===== src/rtl/mem_arbiter.sv =====
// -----------------------------------------------------------------------------
// mem_arbiter
//   Shares one memory port between an instruction-fetch requester and a data
//   (load/store) requester. A single transaction runs at a time through the
//   states IDLE -> REQ -> WAIT -> RESP -> IDLE. Data normally has priority;
//   a fairness bit hands the next grant to a fetch that was kept waiting
//   while a data transaction completed. A WAIT that never sees m_rvalid is
//   ended by a saturating 8-bit timeout counter, which returns zero data and
//   sets a sticky error flag.
//
// Ports
//   d_clk, d_rst          clock (rising edge), async active-low reset
//   i_req/i_addr          fetch request (held until i_done) and address
//   i_done/i_rdata        one-cycle fetch completion pulse and fetched word
//   d_req/d_we/d_mask/
//   d_addr/d_wdata        data request (held until d_done) and its fields
//   d_done/d_rdata        one-cycle data completion pulse and load data
//   m_req/m_we/m_mask/
//   m_addr/m_wdata        registered memory request fields
//   m_gnt                 memory accepts the request (sampled in REQ only)
//   m_rvalid/m_rdata      memory response (sampled in WAIT only)
//   o_stall_if/o_stall_mem combinational stage stalls
//   o_err                 sticky timeout flag
// -----------------------------------------------------------------------------
module mem_arbiter #(
  parameter int DWIDTH  = 32,
  parameter int AWIDTH  = 32,
  parameter int TIMEOUT = 255
) (
  input  logic              d_clk,
  input  logic              d_rst,
  input  logic              i_req,
  input  logic [AWIDTH-1:0] i_addr,
  output logic              i_done,
  output logic [DWIDTH-1:0] i_rdata,
  input  logic              d_req,
  input  logic              d_we,
  input  logic [3:0]        d_mask,
  input  logic [AWIDTH-1:0] d_addr,
  input  logic [DWIDTH-1:0] d_wdata,
  output logic              d_done,
  output logic [DWIDTH-1:0] d_rdata,
  output logic              m_req,
  output logic              m_we,
  output logic [3:0]        m_mask,
  output logic [AWIDTH-1:0] m_addr,
  output logic [DWIDTH-1:0] m_wdata,
  input  logic              m_gnt,
  input  logic              m_rvalid,
  input  logic [DWIDTH-1:0] m_rdata,
  output logic              o_stall_if,
  output logic              o_stall_mem,
  output logic              o_err
);

  typedef enum logic [1:0] {IDLE, REQ, WAIT, RESP} state_t;

  localparam logic [7:0] TMO = 8'(TIMEOUT);

  state_t            state;
  logic              owner_data;   // 1 = current transaction belongs to data side
  logic              fair;         // next contested grant goes to fetch
  logic [7:0]        wait_cnt;

  logic              pick_data;
  logic              tmo_hit;
  logic [DWIDTH-1:0] resp_data;

  // NOTE: every signal written in always_comb gets a value on every path,
  // so no latch is inferred.
  always_comb begin
    pick_data = d_req & ~(i_req & fair);
    // This WAIT cycle without a response is the one that brings the
    // counter to TIMEOUT.
    tmo_hit   = ({1'b0, wait_cnt} + 9'd1) >= {1'b0, TMO};
    // A timed-out transaction returns zero data.
    resp_data = m_rvalid ? m_rdata : '0;
  end

  assign o_stall_if  = i_req & ~i_done;
  assign o_stall_mem = d_req & ~d_done;

  // NOTE: non-blocking assignments throughout, so every register here
  // samples the values from before the clock edge.
  always_ff @(posedge d_clk or negedge d_rst) begin
    if (!d_rst) begin
      state      <= IDLE;
      owner_data <= 1'b0;
      fair       <= 1'b0;
      wait_cnt   <= '0;
      m_req      <= 1'b0;
      m_we       <= 1'b0;
      m_mask     <= '0;
      m_addr     <= '0;
      m_wdata    <= '0;
      i_done     <= 1'b0;
      d_done     <= 1'b0;
      i_rdata    <= '0;
      d_rdata    <= '0;
      o_err      <= 1'b0;
    end else begin
      // Completion pulses last exactly the single RESP cycle.
      i_done <= 1'b0;
      d_done <= 1'b0;

      case (state)
        IDLE: begin
          if (d_req || i_req) begin
            state      <= REQ;
            owner_data <= pick_data;
            m_req      <= 1'b1;
            wait_cnt   <= '0;
            if (pick_data) begin
              m_we    <= d_we;
              m_mask  <= d_mask;
              m_addr  <= d_addr;
              m_wdata <= d_wdata;
            end else begin
              m_we    <= 1'b0;
              m_mask  <= '0;
              m_addr  <= i_addr;
              m_wdata <= '0;
              fair    <= 1'b0;
            end
          end
        end

        REQ: begin
          // m_* stay untouched until the memory takes the request.
          if (m_gnt) begin
            state <= WAIT;
            m_req <= 1'b0;
          end
        end

        WAIT: begin
          if (!m_rvalid && wait_cnt != TMO) begin
            wait_cnt <= wait_cnt + 8'd1;
          end
          if (m_rvalid || tmo_hit) begin
            state <= RESP;
            if (owner_data) begin
              d_done  <= 1'b1;
              d_rdata <= resp_data;
            end else begin
              i_done  <= 1'b1;
              i_rdata <= resp_data;
            end
            if (!m_rvalid) begin
              o_err <= 1'b1;
            end
          end
        end

        RESP: begin
          // A data transaction finishing under a waiting fetch hands the
          // next contested grant to the fetch.
          state <= IDLE;
          if (owner_data && i_req) begin
            fair <= 1'b1;
          end
        end

        default: state <= IDLE;
      endcase
    end
  end

endmodule


===== config.mk =====
export PLATFORM = sky130hd
export DESIGN_NAME = mem_arbiter
export DESIGN_NICKNAME = d
export VERILOG_FILES = /design/src/rtl/mem_arbiter.sv
export SDC_FILE = /design/constraint.sdc
export NUM_CORES = 1
export LEC_CHECK = 0
export BUFFER_PORTS_ARGS = -buffer_cell sky130_fd_sc_hd__buf_2
export CAP_MARGIN = 20
export CORE_MARGIN = 2
export CORE_UTILIZATION = 30
export CTS_CLUSTER_DIAMETER = 40
export DETAILED_ROUTE_END_ITERATION = 7
export HOLD_SLACK_MARGIN = 0.02
export PLACE_DENSITY = 0.6
export SYNTH_ARGS = -nofsm -noshare
export SYNTH_HDL_FRONTEND = slang
export SYNTH_SLANG_ARGS = --single-unit

===== constraint.sdc =====
create_clock -name d_clk -period 2.6 [get_ports d_clk]
set_input_delay 0.13 -clock d_clk [delete_from_list [all_inputs] [get_ports d_clk]]
set_output_delay 0.13 -clock d_clk [all_outputs]
set_load 0.05 [all_outputs]

==> impl_metrics.json <==
{
  "status": "complete, no violations",
  "drt.antenna.violating_nets": 0,
  "sequentialPowerShare_pct": 27.9,
  "drtIter0Drc": 225,
  "synth.distinct_cells": 51,
  "row_count": 55,
  "worstSetupStartpointType": "register",
  "yosys_warnings": 0,
  "ctsHtreeMaxLevel": 4,
  "worst_slack_ns": 0.341,
  "fin_setup_tns_ns": 0,
  "dieWidth_um": 156,
  "crit_arrival_ns": 2.55,
  "grt_setup_unrepaired": "false",
  "cts_resized": 0,
  "globalplace.congestion": 0.767,
  "syn_nets": 764,
  "fp.dieH_um": 156,
  "place_ws_ns": 0.326,
  "drc": 0,
  "dr.pass1.iters": 4,
  "fmax_mhz": 443,
  "hold_class": "in2reg",
  "syn_area_per_cell_um2": 11.1,
  "clkTransAtPathRegs_ns": 0.07,
  "p_int_w": 0.00669,
  "cts-root-buf": "clkbuf_16",
  "crit_fanout": 27,
  "grt_max_degree": 71,
  "dp_cells": 1155,
  "synth_edf_count": 0,
  "synth_seq_cells": 149,
  "synthCells": 619,
  "grt_use_total_pct": 17.1,
  "die-area_mm2": 0.0242,
  "detail_route.wl_per_cell_um": 15.9,
  "wirelength_mm": 20.8,
  "syn-cell-area_mm2": 0.00689,
  "seq_area_mm2": 0.00373,
  "clock_path_buffers": 2,
  "multi_input_comb_area_mm2": 0.00259,
  "portBuffers": 277,
  "drive_above_1_share_pct": 37.0,
  "grt_overflow": 0,
  "peakVddDrop_v": 0.000663,
  "fin_crit_sh_pct": 86.9,
  "place_hpwl_mm": 13.7,
  "vias": 6132,
  "slew_headroom_pct": 53.8,
  "core_area_mm2": 0.0226,
  "hold_viol": 0,
  "worst_setup_path_end_kind": "register",
  "critical_path_class": "reg2reg",
  "setup_viol": 0,
  "cts_tree": "yes",
  "sw_frac_of_total_pct": 50.5,
  "pin_count": 278,
  "fill_cells": 2074,
  "clock-sinks": 149,
  "clock_latency_ns": 0.42,
  "stdcell_count": 1304,
  "antenna_found_initial": 1,
  "synth_flop_cell": "dfrtp_1",
  "period_minus_slack_ns": 2.26,
  "drv_cap": 0,
  "p_leak_nw": 5.18,
  "first_global_vias": 6194,
  "combPwrFrac_pct": 54.4,
  "syn2layout_area_growth_pct": 49.2,
  "power_density_mw_per_mm2": 1310,
  "p_sw_w": 0.00682,
  "maxSlewViolCount": 0,
  "clkPwrFrac_pct": 17.7,
  "worst_clock_skew_ns": 0.00956,
  "viasPerCell": 4.70,
  "cts_made_buffers": 17,
  "start_util_pct": 30.5,
  "seq_area_frac_synth_pct": 54.1,
  "tightest_slew_ns": 0.693,
  "ys_async_sr_fraction_pct": 100,
  "nets": 1150,
  "required_ns": 2.89,
  "grt_pass1_wl_mm": 32.9
}
-- layout by cell type, fill, tap and decap left out, drive strengths merged, types with 2 or more instances in the layout --
| cell | count |
|---|---|
| a211o | 2 |
| a21o | 2 |
| a21oi | 8 |
| a22o | 37 |
| a22oi | 32 |
| a2bb2oi | 32 |
| and2 | 3 |
| and3 | 3 |
| buf | 295 |
| clkbuf | 17 |
| clkinv | 4 |
| clkinvlp | 2 |
| dfrtp | 149 |
| dlygate4sd3 | 116 |
| ha | 6 |
| inv | 81 |
| mux2i | 36 |
| nand2 | 43 |
| nand2b | 2 |
| nand3 | 6 |
| nand3b | 2 |
| nand4 | 2 |
| nor2 | 6 |
| nor2b | 3 |
| nor3 | 5 |
| o21ai | 101 |
| o22ai | 2 |
| o2bb2ai | 2 |
| o311ai | 2 |
| or3b | 2 |
| xor2 | 2 |
-- per-layer routing --
layer  routed length [um]  global-route usage, %  vias to the layer above
li1                     -                      -                     2969
met1                 9180                   21.8                     2917
met4                  295                   4.46                        0
met3                 1390                   4.75                       18
met5                    0                      0                        -
met2                 9890                   28.6                      228
-- final cells by class --
type | count | share of cell area [%]
Sequential cell | 149 | 36.3
Timing Repair Buffer | 411 | 26.9
Multi-Input combinational cell | 354 | 25.2
Clock buffer | 17 | 4.14
Tap cell | 285 | 3.47
Inverter | 72 | 2.63
Clock inverter | 15 | 1.35
Antenna cell | 1 | 0.0243
-- flip-flops by register name, indices dropped and copies added (netlist names), 2 cells and up --
name and count:
m_mask 4, m_wdata 32, d_rdata 32, i_rdata 32, wait_cnt 8, state 2
m_addr 32
-- critical path, stage by stage (launching register included) --
cell and delay [ns]:
dfrtp_1 0.41, inv_1 0.11, ha_1 0.36, or3b_1 0.56, nand2_4 0.31, buf_4 0.27, o21ai_0 0.11
-- logic make-up after synthesis --
group                      after synthesis  share of synthesized area [%]
xor gates and xnor gates                 2                          0.254
and+or+nand+nor                         82                           5.94
adders and majority gates                6                           1.09
buffers and inverters                  116                           8.66
muxes                                   36                           5.23
DFF                                    149                           54.1
AOI/OAI and AO/OA                      228                           24.7
-- path summary, 6_finish.rpt --
kind | start | endpoint | slack (ns) | depth (start not counted)
min in group asynchronous | d_rst | m_wdata[23] | 0.29 | 2
worst min-delay path | d_addr[28] | m_addr[28] | 0.04 | 3
worst min register to register | o_err | o_err | 0.46 | 1
max in group asynchronous | d_rst | d_rdata[20] | 1.59 | 3
worst max register to register | state[1] | m_addr[9] | 0.34 | 6
worst max-delay path | state[1] | m_addr[9] | 0.34 | 6
-- stage by stage --
step	area (um^2)	hold slack, ns	total power [W]	utilization, %
CTS	10300	0.0201	0.0136	45.5
finish	10300	0.0366	0.0135	45.5
global route	10300	0.0361	0.0143	45.5
global placement	8550	0.213	0.0109	37.9
detailed placement	8550	0.212	0.0110	37.9
floorplan	6890	-0.166	0.00936	-
-- power by group through the flow --
stage	Combinational [W]	Sequential, W	Clock [W]
6_report	0.00735	0.00377	0.00239
4_1_cts	0.00740	0.00376	0.00247
2_1_floorplan	0.00276	0.00659	0
3_5_place_dp	0.00722	0.00378	0
3_3_place_gp	0.00713	0.00377	0
5_1_grt	0.00786	0.00389	0.00258
-- cell usage after synthesis, types with 2 or more instances --
master / instances / share of area [%]
a211o_1: 2 / 0.25
a21o_1: 2 / 0.22
a21oi_1: 7 / 0.51
a22o_1: 37 / 4.7
a22oi_1: 32 / 3.5
a2bb2oi_1: 32 / 4.1
and2_1: 3 / 0.27
and3_1: 3 / 0.27
buf_12: 4 / 1.2
buf_2: 6 / 0.44
buf_6: 11 / 1.8
clkbuf_1: 20 / 1.1
clkbuf_2: 2 / 0.15
dfrtp_1: 149 / 54
ha_1: 6 / 1.1
inv_1: 71 / 3.9
mux2i_1: 36 / 5.2
nand2_1: 42 / 2.3
nand2b_1: 2 / 0.18
nand3_1: 6 / 0.44
nand4_1: 2 / 0.18
nor2_1: 6 / 0.33
nor2b_1: 3 / 0.27
nor3_1: 5 / 0.36
o21ai_0: 58 / 4.2
o21ai_1: 3 / 0.22
o21ai_2: 40 / 5.1
o22ai_1: 2 / 0.18
o2bb2ai_1: 2 / 0.25
o311ai_0: 2 / 0.25
or3b_1: 2 / 0.25
xor2_1: 2 / 0.25
-- what timing repair did --
item,4_1_cts,5_1_grt
buffers inserted,0,0
hold buffers,116,0
endpoints found under the hold margin,194,0
Note: power is estimated with default switching activity, not from simulation.
